## src/rtl/iiitb_elc_scan.sv

```systemverilog
// iiitb_elc_scan -- SCAN (sweep) elevator controller for up to FLOORS floors.
//
// Calls are latched into a pending bitmap. The car keeps sweeping in its current
// direction while calls remain ahead of it, then reverses. Travel between floors
// takes MOVE_CYCLES clocks. The door dwells for at least DOOR_CYCLES clocks and is
// held open by door_block or over_weight. A long hold raises door_alert.
//
// Optional feature macro: ELC_FIRE_RECALL_EN (adds the fire_recall input and
// recall-to-ground behaviour). The default build leaves it undefined.
//
// Ports:
//   clk               in   single clock
//   reset             in   synchronous, active-high
//   call_req          in   [FLOORS] per-floor call, pulse or level
//   init_floor        in   [FW] car position loaded during reset (clamped)
//   over_weight       in   load above limit (acted on only with the door open)
//   door_block        in   obstruction sensor, holds the door open
//   fire_recall       in   recall to floor 0 (only with ELC_FIRE_RECALL_EN)
//   out_current_floor out  [FW] current floor
//   pending           out  [FLOORS] latched call map
//   direction         out  1 = up, 0 = down
//   moving            out  car travelling between floors
//   door_open         out  door open
//   complete          out  idle with nothing pending
//   door_alert        out  door held open for ALERT_CYCLES or more
//   weight_alert      out  overweight while the door is open
module iiitb_elc_scan #(
  parameter int FLOORS       = 8,
  parameter int MOVE_CYCLES  = 4,
  parameter int DOOR_CYCLES  = 6,
  parameter int ALERT_CYCLES = 20,
  localparam int FW          = $clog2(FLOORS)
) (
  input  logic              clk,
  input  logic              reset,
  input  logic [FLOORS-1:0] call_req,
  input  logic [FW-1:0]     init_floor,
  input  logic              over_weight,
  input  logic              door_block,
`ifdef ELC_FIRE_RECALL_EN
  input  logic              fire_recall,
`endif
  output logic [FW-1:0]     out_current_floor,
  output logic [FLOORS-1:0] pending,
  output logic              direction,
  output logic              moving,
  output logic              door_open,
  output logic              complete,
  output logic              door_alert,
  output logic              weight_alert
);

  localparam int MCW = (MOVE_CYCLES > 1) ? $clog2(MOVE_CYCLES) : 1;
  localparam int DCW = $clog2(ALERT_CYCLES);

  typedef enum logic [1:0] {
    S_IDLE = 2'd0,
    S_MOVE = 2'd1,
    S_DOOR = 2'd2
  } state_t;

  state_t           state, state_n;
  logic [FW-1:0]    floor_n, nf;
  logic             dir_n;
  logic [MCW-1:0]   mv_cnt, mv_cnt_n;
  logic [DCW-1:0]   dw_cnt, dw_cnt_n, dw_inc;
  logic             alert_n;
  logic [FLOORS-1:0] served, pending_n;
  logic             recall;

  // Decision inputs for the floor the car is standing at (IDLE / DOOR).
  logic [FLOORS-1:0] here_m, above_m, below_m;
  logic             dec_door, dec_move, dec_dir;
  // Decision inputs for the floor the car steps onto (MOVE wrap).
  logic [FLOORS-1:0] nf_here_m, nf_above_m, nf_below_m;
  logic             hold;

`ifdef ELC_FIRE_RECALL_EN
  assign recall = fire_recall;
`else
  assign recall = 1'b0;
`endif

  function automatic logic [FLOORS-1:0] onehot(input logic [FW-1:0] f);
    logic [FLOORS-1:0] m;
    for (int i = 0; i < FLOORS; i++) m[i] = (i == int'(f));
    return m;
  endfunction

  function automatic logic [FLOORS-1:0] above_mask(input logic [FW-1:0] f);
    logic [FLOORS-1:0] m;
    for (int i = 0; i < FLOORS; i++) m[i] = (i > int'(f));
    return m;
  endfunction

  function automatic logic [FLOORS-1:0] below_mask(input logic [FW-1:0] f);
    logic [FLOORS-1:0] m;
    for (int i = 0; i < FLOORS; i++) m[i] = (i < int'(f));
    return m;
  endfunction

  function automatic logic [FW-1:0] clamp_floor(input logic [FW-1:0] f);
    if (int'(f) > FLOORS - 1) return FW'(FLOORS - 1);
    return f;
  endfunction

  assign here_m  = pending & onehot(out_current_floor);
  assign above_m = pending & above_mask(out_current_floor);
  assign below_m = pending & below_mask(out_current_floor);

  // Neighbouring floor in the travel direction; both ends saturate.
  always_comb begin
    nf = out_current_floor;
    if (direction) begin
      if (out_current_floor != FW'(FLOORS - 1)) nf = out_current_floor + FW'(1);
    end else begin
      if (out_current_floor != '0) nf = out_current_floor - FW'(1);
    end
  end

  assign nf_here_m  = pending & onehot(nf);
  assign nf_above_m = pending & above_mask(nf);
  assign nf_below_m = pending & below_mask(nf);

  // IDLE decision rule. Under recall the only target is floor 0.
  always_comb begin
    dec_door = 1'b0;
    dec_move = 1'b0;
    dec_dir  = direction;
    if (recall) begin
      dec_door = (out_current_floor == '0);
      dec_move = (out_current_floor != '0);
      dec_dir  = 1'b0;
    end else begin
      dec_door = |here_m;
      dec_move = |above_m || |below_m;
      // With calls on both sides keep sweeping the same way.
      if (|above_m && |below_m) dec_dir = direction;
      else                      dec_dir = |above_m;
    end
  end

  assign dw_inc = (dw_cnt == DCW'(ALERT_CYCLES - 1)) ? dw_cnt : dw_cnt + DCW'(1);

  always_comb begin
    state_n  = state;
    floor_n  = out_current_floor;
    dir_n    = direction;
    mv_cnt_n = mv_cnt;
    dw_cnt_n = dw_cnt;
    alert_n  = door_alert;
    served   = '0;
    hold     = 1'b0;

    case (state)
      S_IDLE: begin
        if (dec_door) begin
          state_n  = S_DOOR;
          dw_cnt_n = '0;
          alert_n  = 1'b0;
          served   = onehot(out_current_floor);
        end else if (dec_move) begin
          state_n  = S_MOVE;
          mv_cnt_n = '0;
          dir_n    = dec_dir;
        end
      end

      S_MOVE: begin
        if (recall && direction) begin
          // Recall while heading up: turn round on the spot, restart the leg.
          dir_n    = 1'b0;
          mv_cnt_n = '0;
        end else if (mv_cnt == MCW'(MOVE_CYCLES - 1)) begin
          mv_cnt_n = '0;
          floor_n  = nf;
          if (recall) begin
            if (nf == '0) begin
              state_n  = S_DOOR;
              dw_cnt_n = '0;
              alert_n  = 1'b0;
            end
          end else if (|nf_here_m) begin
            state_n  = S_DOOR;
            dw_cnt_n = '0;
            alert_n  = 1'b0;
            served   = onehot(nf);
          end else if (direction ? |nf_above_m : |nf_below_m) begin
            state_n = S_MOVE;
          end else if (direction ? |nf_below_m : |nf_above_m) begin
            dir_n = ~direction;
          end else begin
            state_n = S_IDLE;
          end
        end else begin
          mv_cnt_n = mv_cnt + MCW'(1);
        end
      end

      S_DOOR: begin
        dw_cnt_n = dw_inc;
        alert_n  = recall ? 1'b0 : (door_alert || (dw_inc == DCW'(ALERT_CYCLES - 1)));
        hold     = over_weight || door_block ||
                   (dw_cnt < DCW'(DOOR_CYCLES - 1)) ||
                   (recall && out_current_floor == '0);
        if (!hold) begin
          // Closing: same choice as IDLE; the floor only reopens if re-called.
          alert_n = 1'b0;
          if (dec_door) begin
            state_n  = S_DOOR;
            dw_cnt_n = '0;
            served   = onehot(out_current_floor);
          end else if (dec_move) begin
            state_n  = S_MOVE;
            mv_cnt_n = '0;
            dir_n    = dec_dir;
          end else begin
            state_n = S_IDLE;
          end
        end
      end

      default: state_n = S_IDLE;
    endcase
  end

  // A clear from a door opening beats a simultaneous call on the same bit.
  assign pending_n = recall ? '0 : ((pending | call_req) & ~served);

  // State and output registers.
  always_ff @(posedge clk) begin
    if (reset) begin
      state             <= S_IDLE;
      out_current_floor <= clamp_floor(init_floor);
      pending           <= '0;
      direction         <= 1'b1;
      moving            <= 1'b0;
      door_open         <= 1'b0;
      complete          <= 1'b1;
      door_alert        <= 1'b0;
      weight_alert      <= 1'b0;
      mv_cnt            <= '0;
      dw_cnt            <= '0;
    end else begin
      state             <= state_n;
      out_current_floor <= floor_n;
      pending           <= pending_n;
      direction         <= dir_n;
      moving            <= (state_n == S_MOVE);
      door_open         <= (state_n == S_DOOR);
      complete          <= (state_n == S_IDLE) && (pending_n == '0);
      door_alert        <= alert_n;
      weight_alert      <= over_weight && (state == S_DOOR);
      mv_cnt            <= mv_cnt_n;
      dw_cnt            <= dw_cnt_n;
    end
  end

endmodule

```

## config.mk

```make
export PLATFORM = sky130hd
export DESIGN_NAME = iiitb_elc_scan
export DESIGN_NICKNAME = d
export VERILOG_FILES = /design/src/rtl/iiitb_elc_scan.sv
export SDC_FILE = /design/constraint.sdc
export NUM_CORES = 1
export LEC_CHECK = 0
export BUFFER_PORTS_ARGS = -buffer_cell sky130_fd_sc_hd__buf_2
export CORE_AREA = 5 5 72 74
export DETAILED_ROUTE_END_ITERATION = 8
export DIE_AREA = 0 0 77 79
export PLACE_DENSITY = 0.7
export RECOVER_POWER = 100
export SYNTH_ARGS = -nofsm -noshare
export SYNTH_HDL_FRONTEND = slang
export SYNTH_SLANG_ARGS = --single-unit
```

## constraint.sdc

```tcl
create_clock -name clk -period 4.2 [get_ports clk]
set_input_delay 0.84 -clock clk [delete_from_list [all_inputs] [get_ports clk]]
set_output_delay 0.84 -clock clk [all_outputs]
set_load 0.02 [all_outputs]
```

==> reports/qor.yml <==
cts_tree: "built"
criticalPathCategory: "flop to flop"
portBuffers: 31
numCtsBuffers: 3
clk_pin_slew_ns: 0.09
synth_area_leader_cell: "dfxtp_1"
slowest_stage: "edfxtp_1"
finalPower_uw: 933
drv_slew: 0
grt_start_max_net_pins: 29
drt_first_pass_iters: 5
period_needed_ns: 3.72
tightest_slew_ns: 1.30
setup_viol: 0
core_region_area_um2: 4540
place_congestion: 0.895
utilization: 0.504
overflow: 0
cp.buffers_inverters: 1
avgRoutedWirePerCell_um: 17.8
ctsHtreeMaxLevel: 1
worstPathArrival_ns: 3.89
syn_inst: 262
grt_usage: 0.202
root_buffer: "clkbuf_8"
post-route-period-util: 0.885
area_growth_pct: 6.53
hold_viol_final: 0
power_density_nw_per_um2: 408
row_count: 25
fmax_mhz: 269
yosysUniqueCellTypes: 68
start_util: 0.473
regArea_um2: 551
synth.yosys.seq_area_share: 0.257
required_ns: 4.37
drc: 0
io_pins: 32
clkLatencyLatePin_ns: 0.28
end_kind: "flop"
rsz0062_at_grt: "no"
max_slew_margin: 0.134
synth_edf_count: 3
drive_gt1_frac: 0.134
synthesis.area_um2: 2140
maxCapViolCount: 0
grt_pass1_wl_mm: 10.2
multiInputGateArea_um2: 1450
dieArea_um2: 6080
fp.dieH_um: 79
path_max_fanout: 14
final_nets: 307
synth.most_common_cell: "dfxtp_1"
fillers: 468
ir_worst_vdd_v: 0.000175
fin_skew_ns: 0.00533
whs_ns: 0.477
syn_nets: 285
postRouteAntennaNets: 0
via_count: 2232
viasPerCell: 6.62
cts_resized: 0
pre_cts_ws_ns: 0.757
async_flop_share: 0
ys_warn_count: 0
synth_area_per_cell_um2: 8.19
hp-class: "flop to flop"
synthTopCellsByCount: "dfxtp_1, nand2_1, nor2_1, a21oi_1, o21ai_0"
status: "finished clean"
crit_family: "compound AO/OA/AOI/OAI gates"
postCtsSetupBuffers: 0
postCtsHoldBufs: 0
max_stage_delay_ns: 0.61
die_x_um: 77
drt_iter0_drc: 321
dp_hpwl_mm: 4.37
n_antenna_cell: 0
cp-start-kind: "flop"
ys_top_cells_by_area: "dfxtp_1, ha_1, edfxtp_1"
final.setup.tns_ns: 0
first_global_vias: 2081
clock_sinks: 26
wl_mm: 6.01
yosysTopAreaCellShare: 0.215
leakagePower_nw: 0.805
antenna_found_initial: 0
path_cells: "inv_1 > ha_1 > and3b_1 > o22a_1 > nor2_1 > mux2_4 > a221oi_1 > o31ai_1 > a41oi_1 > nor3_2"
ys_ff_latch: 26
synth-main-ff-cell: "dfxtp_1"
clockBufferDepth: 2
fin_ws_ns: 0.482
cell type report:
cell class              instances  share of cell area
clock buffers                   4              0.0241
inverters                       6             0.00986
multi-input cells             215               0.634
flip-flops and latches         26               0.241
well taps                      54              0.0296
repair buffers                 32              0.0613
routing by layer:
layer	track usage	wire length (µm)	up-vias
met3	0.0601	691	19
met1	0.261	2500	1016
met2	0.323	2670	138
met4	0.0704	160	0
li1	-	-	1059
met5	0	0	-
cells by family after synthesis:
family / after synthesis / share of synthesized area
compound gates: 99 / 0.338
xor+xnor: 1 / 0.00408
fa+ha+maj: 8 / 0.0467
buf+inv: 21 / 0.0525
flops: 26 / 0.257
mux: 5 / 0.0268
simple gates: 102 / 0.275
report_power, final:
part | switching, mW | leakage, nW | internal [mW]
sequential | 0.0631 | 0.219 | 0.292
clock | 0.0820 | 0.0288 | 0.0840
combinational | 0.256 | 0.557 | 0.156
total | 0.401 | 0.805 | 0.531
per-stage QoR:
stage               instance area, µm²  std cells
floorplan                         2140        262
global placement                  2280        333
detailed placement                2280        333
CTS                               2340        337
global route                      2280        337
finish                            2280        337
cells in the final DEF, fill, tap and decap left out, types with 4 or more instances in the layout:
master	Yosys	layout
clkbuf_1	8	18
o22ai_1	6	6
nor2_1	20	21
a311oi_1	6	6
inv_1	6	6
a211oi_1	4	4
a31oi_1	9	9
a21oi_1	15	15
o21ai_0	12	18
nor3_1	7	7
nand3_1	10	11
o21a_1	4	4
nor2b_1	7	7
dfxtp_1	23	23
nand2_1	20	20
ha_1	8	8
buf_2	3	13
clkbuf_8	0	4
o21ai_1	11	5
nand2b_1	5	5
sequential cells by signal (all words and copies together) (netlist names):
signal,flops
complete,1
direction,1
door_alert,1
door_open,1
dw_cnt,5
moving,1
mv_cnt,2
out_current_floor,3
pending,8
state,2
weight_alert,1
worst reg2reg max path: stages, from the launching register on:
cell and delay (ns):
edfxtp_1 0.61, inv_1 0.18, ha_1 0.35, and3b_1 0.24, o22a_1 0.23, nor2_1 0.52
mux2_4 0.38, a221oi_1 0.57, o31ai_1 0.22, a41oi_1 0.28, nor3_2 0.06
path summary, 6_finish.rpt:
check | end | cells after the start | slack, ns | from
setup reg to reg | complete | 10 | 0.48 | out_current_floor[0]
setup / recovery | complete | 10 | 0.48 | out_current_floor[0]
hold / removal | mv_cnt[1] | 2 | 0.48 | mv_cnt[1]
hold reg to reg | mv_cnt[1] | 2 | 0.48 | mv_cnt[1]
No activity file was read; power rests on OpenSTA's default activity.
